===== src/rtl/vga_tile_renderer_if.sv =====
// Tile RAM read port between the renderer and the external synchronous tile RAM.
//   tile_addr : 9-bit read address, driven by the renderer
//   tile_data : 4-bit tile index, returned by the RAM one clock after tile_addr
interface vga_tile_renderer_if;
    logic [8:0] tile_addr;
    logic [3:0] tile_data;

    modport master (output tile_addr, input tile_data);
    modport slave  (input tile_addr, output tile_data);
endinterface


===== src/rtl/vga_tile_renderer.sv =====
// Pixel-colour stage placed after the VGA sync generator. It draws a 20x15 grid
// of 32x32 tiles read from an external tile RAM, with optional grid lines and a
// blinking cursor outline. rgb, hsync and vsync all leave two pixel ticks after
// their inputs, so colour and sync stay aligned.
// Ports:
//   clock, reset           : clock and asynchronous active-low reset
//   p_tick                 : pixel-rate square wave; a rising edge marks a new pixel
//   pixel_x, pixel_y       : current pixel coordinates from the sync generator
//   video_on               : display-area flag from the sync generator
//   hsync_in, vsync_in     : active-high syncs from the sync generator
//   cursor_col, cursor_row : cursor tile position, latched at each frame start
//   tram                   : tile RAM read port (address out, data back)
//   rgb                    : {R[3:0],G[3:0],B[3:0]}
//   hsync, vsync           : syncs delayed to match rgb
module vga_tile_renderer #(
    parameter logic [11:0] BG_COLOR     = 12'h000,
    parameter logic [11:0] GRID_COLOR   = 12'h444,
    parameter bit          GRID_EN      = 1'b1,
    parameter logic [11:0] CURSOR_COLOR = 12'hFFF,
    parameter int unsigned BLINK_FRAMES = 30
) (
    input  logic                       clock,
    input  logic                       reset,
    input  logic                       p_tick,
    input  logic [9:0]                 pixel_x,
    input  logic [9:0]                 pixel_y,
    input  logic                       video_on,
    input  logic                       hsync_in,
    input  logic                       vsync_in,
    input  logic [4:0]                 cursor_col,
    input  logic [3:0]                 cursor_row,
    vga_tile_renderer_if.master        tram,
    output logic [11:0]                rgb,
    output logic                       hsync,
    output logic                       vsync
);
    localparam int unsigned    CNT_W    = 6;
    localparam logic [CNT_W-1:0] CNT_LAST = CNT_W'(BLINK_FRAMES - 1);
    localparam logic [4:0]     NUM_COLS = 5'd20;
    localparam logic [3:0]     NUM_ROWS = 4'd15;

    logic             p_tick_d;
    logic             tick;
    logic             active_in;
    logic [8:0]       addr_c;
    logic             frame_start;

    // stage 0
    logic [9:0]       s0_x;
    logic [8:0]       s0_y;
    logic             s0_active;
    logic             s0_hs;
    logic             s0_vs;
    // stage 1
    logic [11:0]      s1_rgb;
    logic             s1_hs;
    logic             s1_vs;

    logic [4:0]       cur_col;
    logic [3:0]       cur_row;
    logic [CNT_W-1:0] frame_cnt;
    logic             blink_on;

    logic [11:0]      base_c;
    logic [11:0]      color_c;
    logic             grid_hit;
    logic             cursor_hit;
    logic             edge_x;
    logic             edge_y;

    function automatic logic [3:0] chan(input logic sel, input logic bright);
        return sel ? (bright ? 4'hF : 4'h8) : 4'h0;
    endfunction

    // Tick detect, local active-area check, and tile address = row*20 + col
    always_comb begin
        tick        = p_tick & ~p_tick_d;
        active_in   = video_on && (pixel_x < 10'd640) && (pixel_y < 10'd480);
        addr_c      = (9'(pixel_y[8:5]) << 4) + (9'(pixel_y[8:5]) << 2) + 9'(pixel_x[9:5]);
        frame_start = tick & vsync_in & ~s0_vs;
    end

    // Colour decision for the pixel held in stage 0; tile_data is valid by now
    always_comb begin
        base_c     = BG_COLOR;
        color_c    = 12'h000;
        edge_x     = (s0_x[4:1] == 4'h0) || (s0_x[4:1] == 4'hF);
        edge_y     = (s0_y[4:1] == 4'h0) || (s0_y[4:1] == 4'hF);
        grid_hit   = (s0_x[4:0] == 5'd0) || (s0_y[4:0] == 5'd0);
        cursor_hit = (cur_col < NUM_COLS) && (cur_row < NUM_ROWS)
                     && (s0_x[9:5] == cur_col) && (s0_y[8:5] == cur_row)
                     && (edge_x || edge_y);

        if (tram.tile_data != 4'h0) begin
            base_c = {chan(tram.tile_data[2], tram.tile_data[3]),
                      chan(tram.tile_data[1], tram.tile_data[3]),
                      chan(tram.tile_data[0], tram.tile_data[3])};
        end

        if (!s0_active) begin
            color_c = 12'h000;
        end else if (cursor_hit && blink_on) begin
            color_c = CURSOR_COLOR;
        end else if (GRID_EN && grid_hit) begin
            color_c = GRID_COLOR;
        end else begin
            color_c = base_c;
        end
    end

    // Pipeline, frame counter and cursor latch; all stages hold between ticks
    always_ff @(posedge clock or negedge reset) begin
        if (!reset) begin
            p_tick_d       <= 1'b1;
            s0_x           <= '0;
            s0_y           <= '0;
            s0_active      <= 1'b0;
            s0_hs          <= 1'b0;
            s0_vs          <= 1'b0;
            tram.tile_addr <= '0;
            s1_rgb         <= '0;
            s1_hs          <= 1'b0;
            s1_vs          <= 1'b0;
            rgb            <= '0;
            hsync          <= 1'b0;
            vsync          <= 1'b0;
            cur_col        <= '0;
            cur_row        <= '0;
            frame_cnt      <= '0;
            blink_on       <= 1'b1;
        end else begin
            p_tick_d <= p_tick;
            if (tick) begin
                s0_x           <= pixel_x;
                s0_y           <= pixel_y[8:0];
                s0_active      <= active_in;
                s0_hs          <= hsync_in;
                s0_vs          <= vsync_in;
                tram.tile_addr <= active_in ? addr_c : 9'd0;
                s1_rgb         <= color_c;
                s1_hs          <= s0_hs;
                s1_vs          <= s0_vs;
                rgb            <= s1_rgb;
                hsync          <= s1_hs;
                vsync          <= s1_vs;
            end
            // Cursor is latched once per frame so a mid-frame move cannot tear
            if (frame_start) begin
                cur_col <= cursor_col;
                cur_row <= cursor_row;
                if (frame_cnt == CNT_LAST) begin
                    frame_cnt <= '0;
                    blink_on  <= ~blink_on;
                end else begin
                    frame_cnt <= frame_cnt + CNT_W'(1);
                end
            end
        end
    end
endmodule


===== src/flat_wrapper.sv =====
// flat-port wrapper written by rule: the top's interface ports become plain ports
module vga_tile_renderer_flat 
#(
    parameter logic [11:0] BG_COLOR     = 12'h000,
    parameter logic [11:0] GRID_COLOR   = 12'h444,
    parameter bit          GRID_EN      = 1'b1,
    parameter logic [11:0] CURSOR_COLOR = 12'hFFF,
    parameter int unsigned BLINK_FRAMES = 30
)
  (clock, reset, p_tick, pixel_x, pixel_y, video_on, hsync_in, vsync_in, cursor_col, cursor_row, rgb, hsync, vsync, tram_tile_addr, tram_tile_data);
  vga_tile_renderer_if tram_i ();
  input  logic clock;
  input  logic reset;
  input  logic p_tick;
  input  logic [9:0] pixel_x;
  input  logic [9:0] pixel_y;
  input  logic video_on;
  input  logic hsync_in;
  input  logic vsync_in;
  input  logic [4:0] cursor_col;
  input  logic [3:0] cursor_row;
  output logic [11:0] rgb;
  output logic hsync;
  output logic vsync;
  output wire logic [$bits(tram_i.tile_addr)-1:0] tram_tile_addr;
  input wire logic [$bits(tram_i.tile_data)-1:0] tram_tile_data;
  assign tram_tile_addr = tram_i.tile_addr;
  assign tram_i.tile_data = tram_tile_data;
  vga_tile_renderer #(.BG_COLOR(BG_COLOR), .GRID_COLOR(GRID_COLOR), .GRID_EN(GRID_EN), .CURSOR_COLOR(CURSOR_COLOR), .BLINK_FRAMES(BLINK_FRAMES)) u_core (.clock(clock), .reset(reset), .p_tick(p_tick), .pixel_x(pixel_x), .pixel_y(pixel_y), .video_on(video_on), .hsync_in(hsync_in), .vsync_in(vsync_in), .cursor_col(cursor_col), .cursor_row(cursor_row), .tram(tram_i), .rgb(rgb), .hsync(hsync), .vsync(vsync));
endmodule

===== config.mk =====
export PLATFORM = sky130hd
export DESIGN_NAME = vga_tile_renderer_flat
export DESIGN_NICKNAME = d
export VERILOG_FILES = /design/src/rtl/vga_tile_renderer_if.sv /design/src/rtl/vga_tile_renderer.sv /design/src/flat_wrapper.sv
export SDC_FILE = /design/constraint.sdc
export NUM_CORES = 1
export LEC_CHECK = 0
export CAP_MARGIN = 20
export CORE_ASPECT_RATIO = 1.4
export CORE_UTILIZATION = 30
export CTS_BUF_LIST = sky130_fd_sc_hd__clkbuf_2
export CTS_CLUSTER_DIAMETER = 30
export DETAILED_ROUTE_END_ITERATION = 10
export MAX_ROUTING_LAYER = met4
export SLEW_MARGIN = 20
export SYNTH_ARGS = -nofsm -noshare
export SYNTH_HDL_FRONTEND = slang
export SYNTH_SLANG_ARGS = --single-unit

===== constraint.sdc =====
create_clock -name clock -period 1.5 [get_ports clock]
set_clock_uncertainty 0.2 [all_clocks]
set_input_delay 0.375 -clock clock [delete_from_list [all_inputs] [get_ports clock]]
set_output_delay 0.375 -clock clock [all_outputs]
set_load 0.01 [all_outputs]

==> metrics, run 1 <==
final instance area 0.005340 mm²; initial DRC count 117; Pwr Density 904.7 mW/mm²; P&R area growth vs syn 67.31%; WS Path Type reg2reg; CTS tree done; status complete, but fails checks; worst min path class in2reg; Remaining DRCs 0; H-tree levels 3; area post-placement 0.004383 mm²; unrepaired setup endpoints after global routing yes; Die Footprint 0.01106 mm²; TritonRoute pass-1 iters 4; Syn. warnings 0; tightest hold margin 61.60 ps; area of the core 0.01035 mm²; Starting Density 30.84%; grt ovf 0; CTS sink cnt 70; I/O pin total 62; WP data arrival 2110 ps; Die Width 89.18 µm; worst IR drop on VDD 0.3290 mV; P_leak 2.736 nW; initial antenna violation count 0; final period utilization 123.1%; fin. max-slew vios 0; number of fill cells 974; GRT busiest layer met2; post-layout minimum cycle time 1847 ps; Mean Syn Cell Area 9.528 µm²; Hold Fails Final Rpt 0; DRT antenna net count 0; Yosys cell types 41; clock root cell clkbuf_2; Total GRT Usage 16.82%; Inserted Clock Buffers 9; Avg WL per Cell 14.67 µm; M2 GR Usage 29.34%; CP Launch Type flop; Fin Setup TNS -9466 ps; leading post-synthesis cells by cell area dfrtp_1, nand2_1, ha_1; vias 2,912; Slew headroom 50.62%; final setup violation count 74; Total Power 4.831 mW; worst-margin pin slew 733.0 ps; # diodes 0; nets@finish 535; synthesized cell area 0.003192 mm²; maxcap violations 0; dpl hpwl 5.760 mm; layout cells sized above 1 46.73%; register bit total from synthesis 70; fmax 541.5 MHz; final WL 9.212 mm; Setup crit end kind flop; num rows 44; Seq/Total Area, Yosys 54.96%; Setup WS pre-CTS -1354 ps; Cells after Synth 335; Die Ht 124.0 µm; largest net degree at the start of global routing 26; vias in the first global route 2,956; GP Congestion 0.7684; failing checks setup timing; met1 Usage GRT 18.81%; top cell type's share of synthesized area 53.31%; GR met3 Demand/Resource 3.446%; Worst-path clk slew 170 ps; Setup WS post-layout -346.8 ps; first-pass GRT wire length 13.52 mm; clk_lat worst skew 530 ps; area leader, netlist dfrtp_1; Worst Path Max Fanout 5; syn nets 385; drt via density 4.637; Clock Path Buffers 2; port bufs 61; CP Data Required Time 1760 ps
critical path, stage by stage (launching register included):
cell and delay [ps]:
dfrtp_1 410, or4_4 560, nand4_1 300, nand4_4 210, nand2_1 110
sequential cells by signal (all words and copies together), names as in the netlist:
name                   count
u_core.s0_active           1
u_core.s0_vs               1
u_core.s0_y                9
u_core.s1_rgb              9
u_core.s1_hs               1
u_core.s0_hs               1
u_core.frame_cnt           6
u_core.p_tick_d            1
u_core.vsync               1
u_core.s1_vs               1
u_core.rgb                 9
u_core.blink_on            1
u_core.cur_col             5
u_core.hsync               1
u_core.s0_x               10
u_core.cur_row             4
u_core.tram.tile_addr      9
layout by cell type, fill, tap and decap left out, types with 5 or more instances in the layout:
master and instances:
ha_4 6, xnor2_1 7, nand2_4 19, nand2_1 92, clkdlybuf4s50_1 31, buf_6 20, nand4_1 9, o21ai_0 5
buf_2 23, clkbuf_16 5, clkbuf_2 14, a22o_1 6, a21oi_2 5, o21ai_1 6, buf_12 7, nand2_2 34
dfrtp_1 68, buf_4 55
cells in the mapped netlist:
cell / count
a22o_1: 6
nor3_1: 3
nand3_1: 7
nor4_2: 1
nand2_1: 144
xnor2_1: 8
dfrtp_1: 68
or3_1: 1
buf_2: 1
nor3b_2: 1
a31oi_1: 1
nand2_4: 1
nand3b_1: 1
or4_4: 2
a32o_1: 1
mux2_2: 1
clkbuf_8: 2
buf_1: 3
o22a_4: 1
fa_1: 2
o21bai_1: 1
or4bb_1: 1
nand4_1: 9
ha_1: 9
o21ai_0: 13
nand4b_1: 1
a21oi_1: 9
nor2b_2: 1
a21o_1: 4
nand4_2: 1
clkbuf_1: 6
o32ai_1: 1
nor3b_1: 1
a22oi_1: 3
nor2_1: 3
buf_4: 3
or2b_2: 1
dfstp_2: 2
o221ai_1: 1
xor2_1: 3
inv_1: 7
area by class of cell:
| cell class | count | area [µm²] | share of cell area (%) |
|---|---|---|---|
| clock buffer | 13 | 65.06 | 1.218 |
| clock inverter | 3 | 13.76 | 0.2577 |
| inverter | 7 | 33.78 | 0.6326 |
| multi-input combinational | 244 | 1792 | 33.55 |
| sequential | 70 | 1754 | 32.85 |
| tap | 138 | 172.7 | 3.233 |
| timing repair buffer | 153 | 1509 | 28.26 |
where the power goes:
group,switching (mW),internal [mW],total [mW]
combinational,0.761,0.869,1.63
sequential,0.186,2.13,2.32
clock,0.647,0.236,0.883
total,1.59,3.24,4.83
kinds of logic (layout without fill, tap and decap cells):
family / Yosys count / after routing / share of synthesized area (%)
AOI/OAI and AO/OA: 41 / 41 / 8.585
buffers and inverters: 22 / 176 / 3.606
DFF: 70 / 70 / 54.96
adders and majority gates: 11 / 11 / 4.783
muxes: 1 / 1 / 0.3528
xor gates and xnor gates: 11 / 11 / 3.019
and+or+nand+nor: 179 / 180 / 24.70
worst paths after layout:
path	start	endpoint	slack (ps)	depth (start not counted)
worst max-delay path	u_core.s0_y[3]$_DFFE_PN0P_	u_core.s1_rgb[10]$_DFFE_PN0P_	-350	4
worst min-delay path	pixel_y[6]	u_core.s0_y[6]$_DFFE_PN0P_	60	4
worst max register to register	u_core.s0_y[3]$_DFFE_PN0P_	u_core.s1_rgb[10]$_DFFE_PN0P_	-350	4
worst min register to register	u_core.s1_vs$_DFFE_PN0P_	u_core.vsync$_DFFE_PN0P_	290	2
max in group asynchronous	reset	u_core.s0_y[6]$_DFFE_PN0P_	680	3
min in group asynchronous	reset	u_core.s0_x[0]$_DFFE_PN0P_	170	3
metrics by stage:
step           utilization (%)  instances
6_report                 51.60        628
5_1_grt                  51.60        628
4_1_cts                  46.57        612
3_5_place_dp             42.35        572
3_3_place_gp             42.35        572
2_1_floorplan                -        335
per-layer routing:
layer  wire (µm)  vias to the layer above
li1            -                     1421
met2        5040                       57
met1        3625                     1414
met4         231                        0
met5           0                        -
met3         314                       20
repair_timing:
item / in CTS / in global routing
setup buffers: 17 / 12
endpoints found under the setup margin: 76 / 85
gates resized for setup: 166 / 91
pin swaps: 29 / 71
cloned: 4 / 5
hold buffers: 4 / 0
endpoints found under the hold margin: 73 / 0
No activity file was read; power rests on OpenSTA's default activity.
==> run 2, diff against run 1 <==
Clock period 1.5 ns to 2.3 ns, I/O delays scaled along.
==> metrics, run 2 (synthesis gave the netlist of run 1 again) <==
initial antenna violation count 1 (+1); worst min path class in2reg; vias in the first global route 2,469 (-16%); WP data arrival 2470 ps (+360 ps); Worst Path Max Fanout 2 (-3); Clock Path Buffers 2 (unchanged); H-tree levels 3 (unchanged); worst IR drop on VDD 0.2098 mV (-36%); P_leak 2.258 nW (-17%); Slew headroom 53.45% (+2.8 points); Setup WS post-layout 37.47 ps (+384.3 ps); Final Util 40.52% (-11 points); CTS tree done; tightest hold margin 191.4 ps (+129.8 ps); clock root cell clkbuf_2; number of fill cells 1,114 (+14%); Total Power 2.631 mW (-46%); worst-margin pin slew 696.7 ps (-36.22 ps); DP Cell Count 537 (-6.1%); largest net degree at the start of global routing 71 (+170%); fmax 442.0 MHz; final instance area 0.004194 mm² (-21%); Fin Setup TNS 0 ps (+9466 ps); Starting Density 30.84% (unchanged); port bufs 61 (unchanged); vias 2,525 (-13%); grt ovf 0 (unchanged); GP Congestion 0.7636 (-0.62%); dpl hpwl 5.220 mm (-9.4%); I/O pin total 62 (unchanged); max incr delay on CP 430 ps (-130 ps); final WL 7.328 mm (-20%); Post-Layout Cell Count 556 (-11%); Worst-path clk slew 170 ps (about the same); CP Launch Type primary input; CP max-delay cell clkdlybuf4s50_1; Pwr Density 627.3 mW/mm² (-31%); TritonRoute pass-1 iters 4 (unchanged); Die Width 89.18 µm (unchanged); maxcap violations 0 (unchanged); Avg WL per Cell 13.18 µm (-10%); Remaining DRCs 0 (unchanged); Crit path max-delay family adder cells; Hold Path Depth 3 (-1); fin. max-slew vios 0 (unchanged); Worst Path Buf+Inv 1 (+1); initial DRC count 115 (-1.7%); clk_lat worst skew 500 ps (-30 ps); final setup violation count 0 (-100%); DRT antenna net count 0 (unchanged); num rows 44 (unchanged); nets@finish 465 (-13%); most common library cell in the layout ignoring fill and taps nand2_1; Setup crit end kind flop; drt via density 4.541 (-2.1%); area post-placement 0.004059 mm² (-7.4%); final period utilization 98.37%; P&R area growth vs syn 31.40%; CP Data Required Time 2510 ps (+750 ps); first-pass GRT wire length 11.94 mm (-12%); status finished, final reports clean; reg2reg path depth 4 (unchanged); WS Path Type in2reg; Die Footprint 0.01106 mm² (unchanged); area of the core 0.01035 mm² (unchanged); Crit. path cell count 8 (+4); CTS sink cnt 70 (unchanged); Total GRT Usage 15.08% (-1.7 points); Inserted Clock Buffers 9 (unchanged); most frequent cells in the layout nand2_1, dfrtp_1, clkdlybuf4s50_1, buf_4, o21ai_0; Hold Fails Final Rpt 0 (unchanged); Setup WS pre-CTS -734.2 ps (+619.5 ps); max reg flops 10 (unchanged); Cell Chain, Critical Path clkdlybuf4s50_1 -> ha_1 -> ha_2 -> fa_2 -> a21o_1 -> a21oi_2 -> xnor2_1 -> a22o_1; Biggest register u_core.s0_x; post-layout minimum cycle time 2263 ps; Die Ht 124.0 µm (unchanged); layout cells sized above 1 13.43% (-33 points)
[run 2: cell types whose count changed in the layout (fill, tap and decap cells not counted), sizes merged]
| cell | change |
|---|---|
| clkbuf | -9 |
| dlymetal6s2s | +12 |
| nand4 | -1 |
| dlygate4sd2 | +2 |
| clkdlybuf4s50 | +13 |
| bufbuf | -1 |
| buf | -86 |
| dlygate4sd3 | -3 |
| diode | +1 |
[run 2: per-layer routing]
layer  GRT usage (%)  wire, µm  share of wire (%)  vias to the layer above
met4           7.440       161                2.2                        0
met3           2.916       239                3.3                       16
met2           24.62      3691                 50                       49
met1           17.64      3236                 44                     1195
met5               -         0                  0                        -
li1                -         -                  -                     1265
[run 2: area by class of cell]
cell class | count | area [µm²] | area share [%]
inverters | 7 | 33.78 | 0.8055
well taps | 138 | 172.7 | 4.117
repair buffers | 84 | 818.3 | 19.51
multi-input cells | 243 | 1348 | 32.13
clock buffers | 10 | 50.05 | 1.193
diodes | 1 | 2.502 | 0.05967
clock inverters | 3 | 15.01 | 0.3580
flip-flops and latches | 70 | 1754 | 41.83
[run 2: power breakdown]
group          leakage [nW]  total (mW)  switching (mW)  internal [mW]
combinational          1.30       0.572           0.272          0.300
clock                0.0533       0.524           0.400          0.124
sequential            0.903        1.53           0.144           1.39
total                  2.26        2.63           0.817           1.81
[run 2: worst reg2reg max path, cell delays in order, from the launching register on]
cell and delay (ps):
dfrtp_1 430, or4bb_1 490, o32ai_1 230, nand4_2 330, nand3_1 180
[run 2: what timing repair did]
item	4_1_cts	5_1_grt
pin swaps	2	2
hold buffers	1	0
endpoints found under the hold margin	68	0
resized for setup	4	14
endpoints found under the setup margin	6	15
buffers inserted	0	4
[run 2: worst paths after layout]
check                                              startpoint                              endpoint  slack [ps]
worst max-delay path                               pixel_x[8]  u_core.tram.tile_addr[7]$_DFFE_PN0P_          40
worst min-delay path                               pixel_x[9]            u_core.s0_x[9]$_DFFE_PN0P_         190
worst max register to register  u_core.cur_col[2]$_DFFE_PN0P_         u_core.s1_rgb[11]$_DFFE_PN0P_         400
worst min register to register       u_core.s0_hs$_DFFE_PN0P_              u_core.s1_hs$_DFFE_PN0P_         280
max in group asynchronous                               reset             u_core.p_tick_d$_DFF_PN1_        1170
min in group asynchronous                               reset       u_core.frame_cnt[2]$_DFFE_PN0P_         390
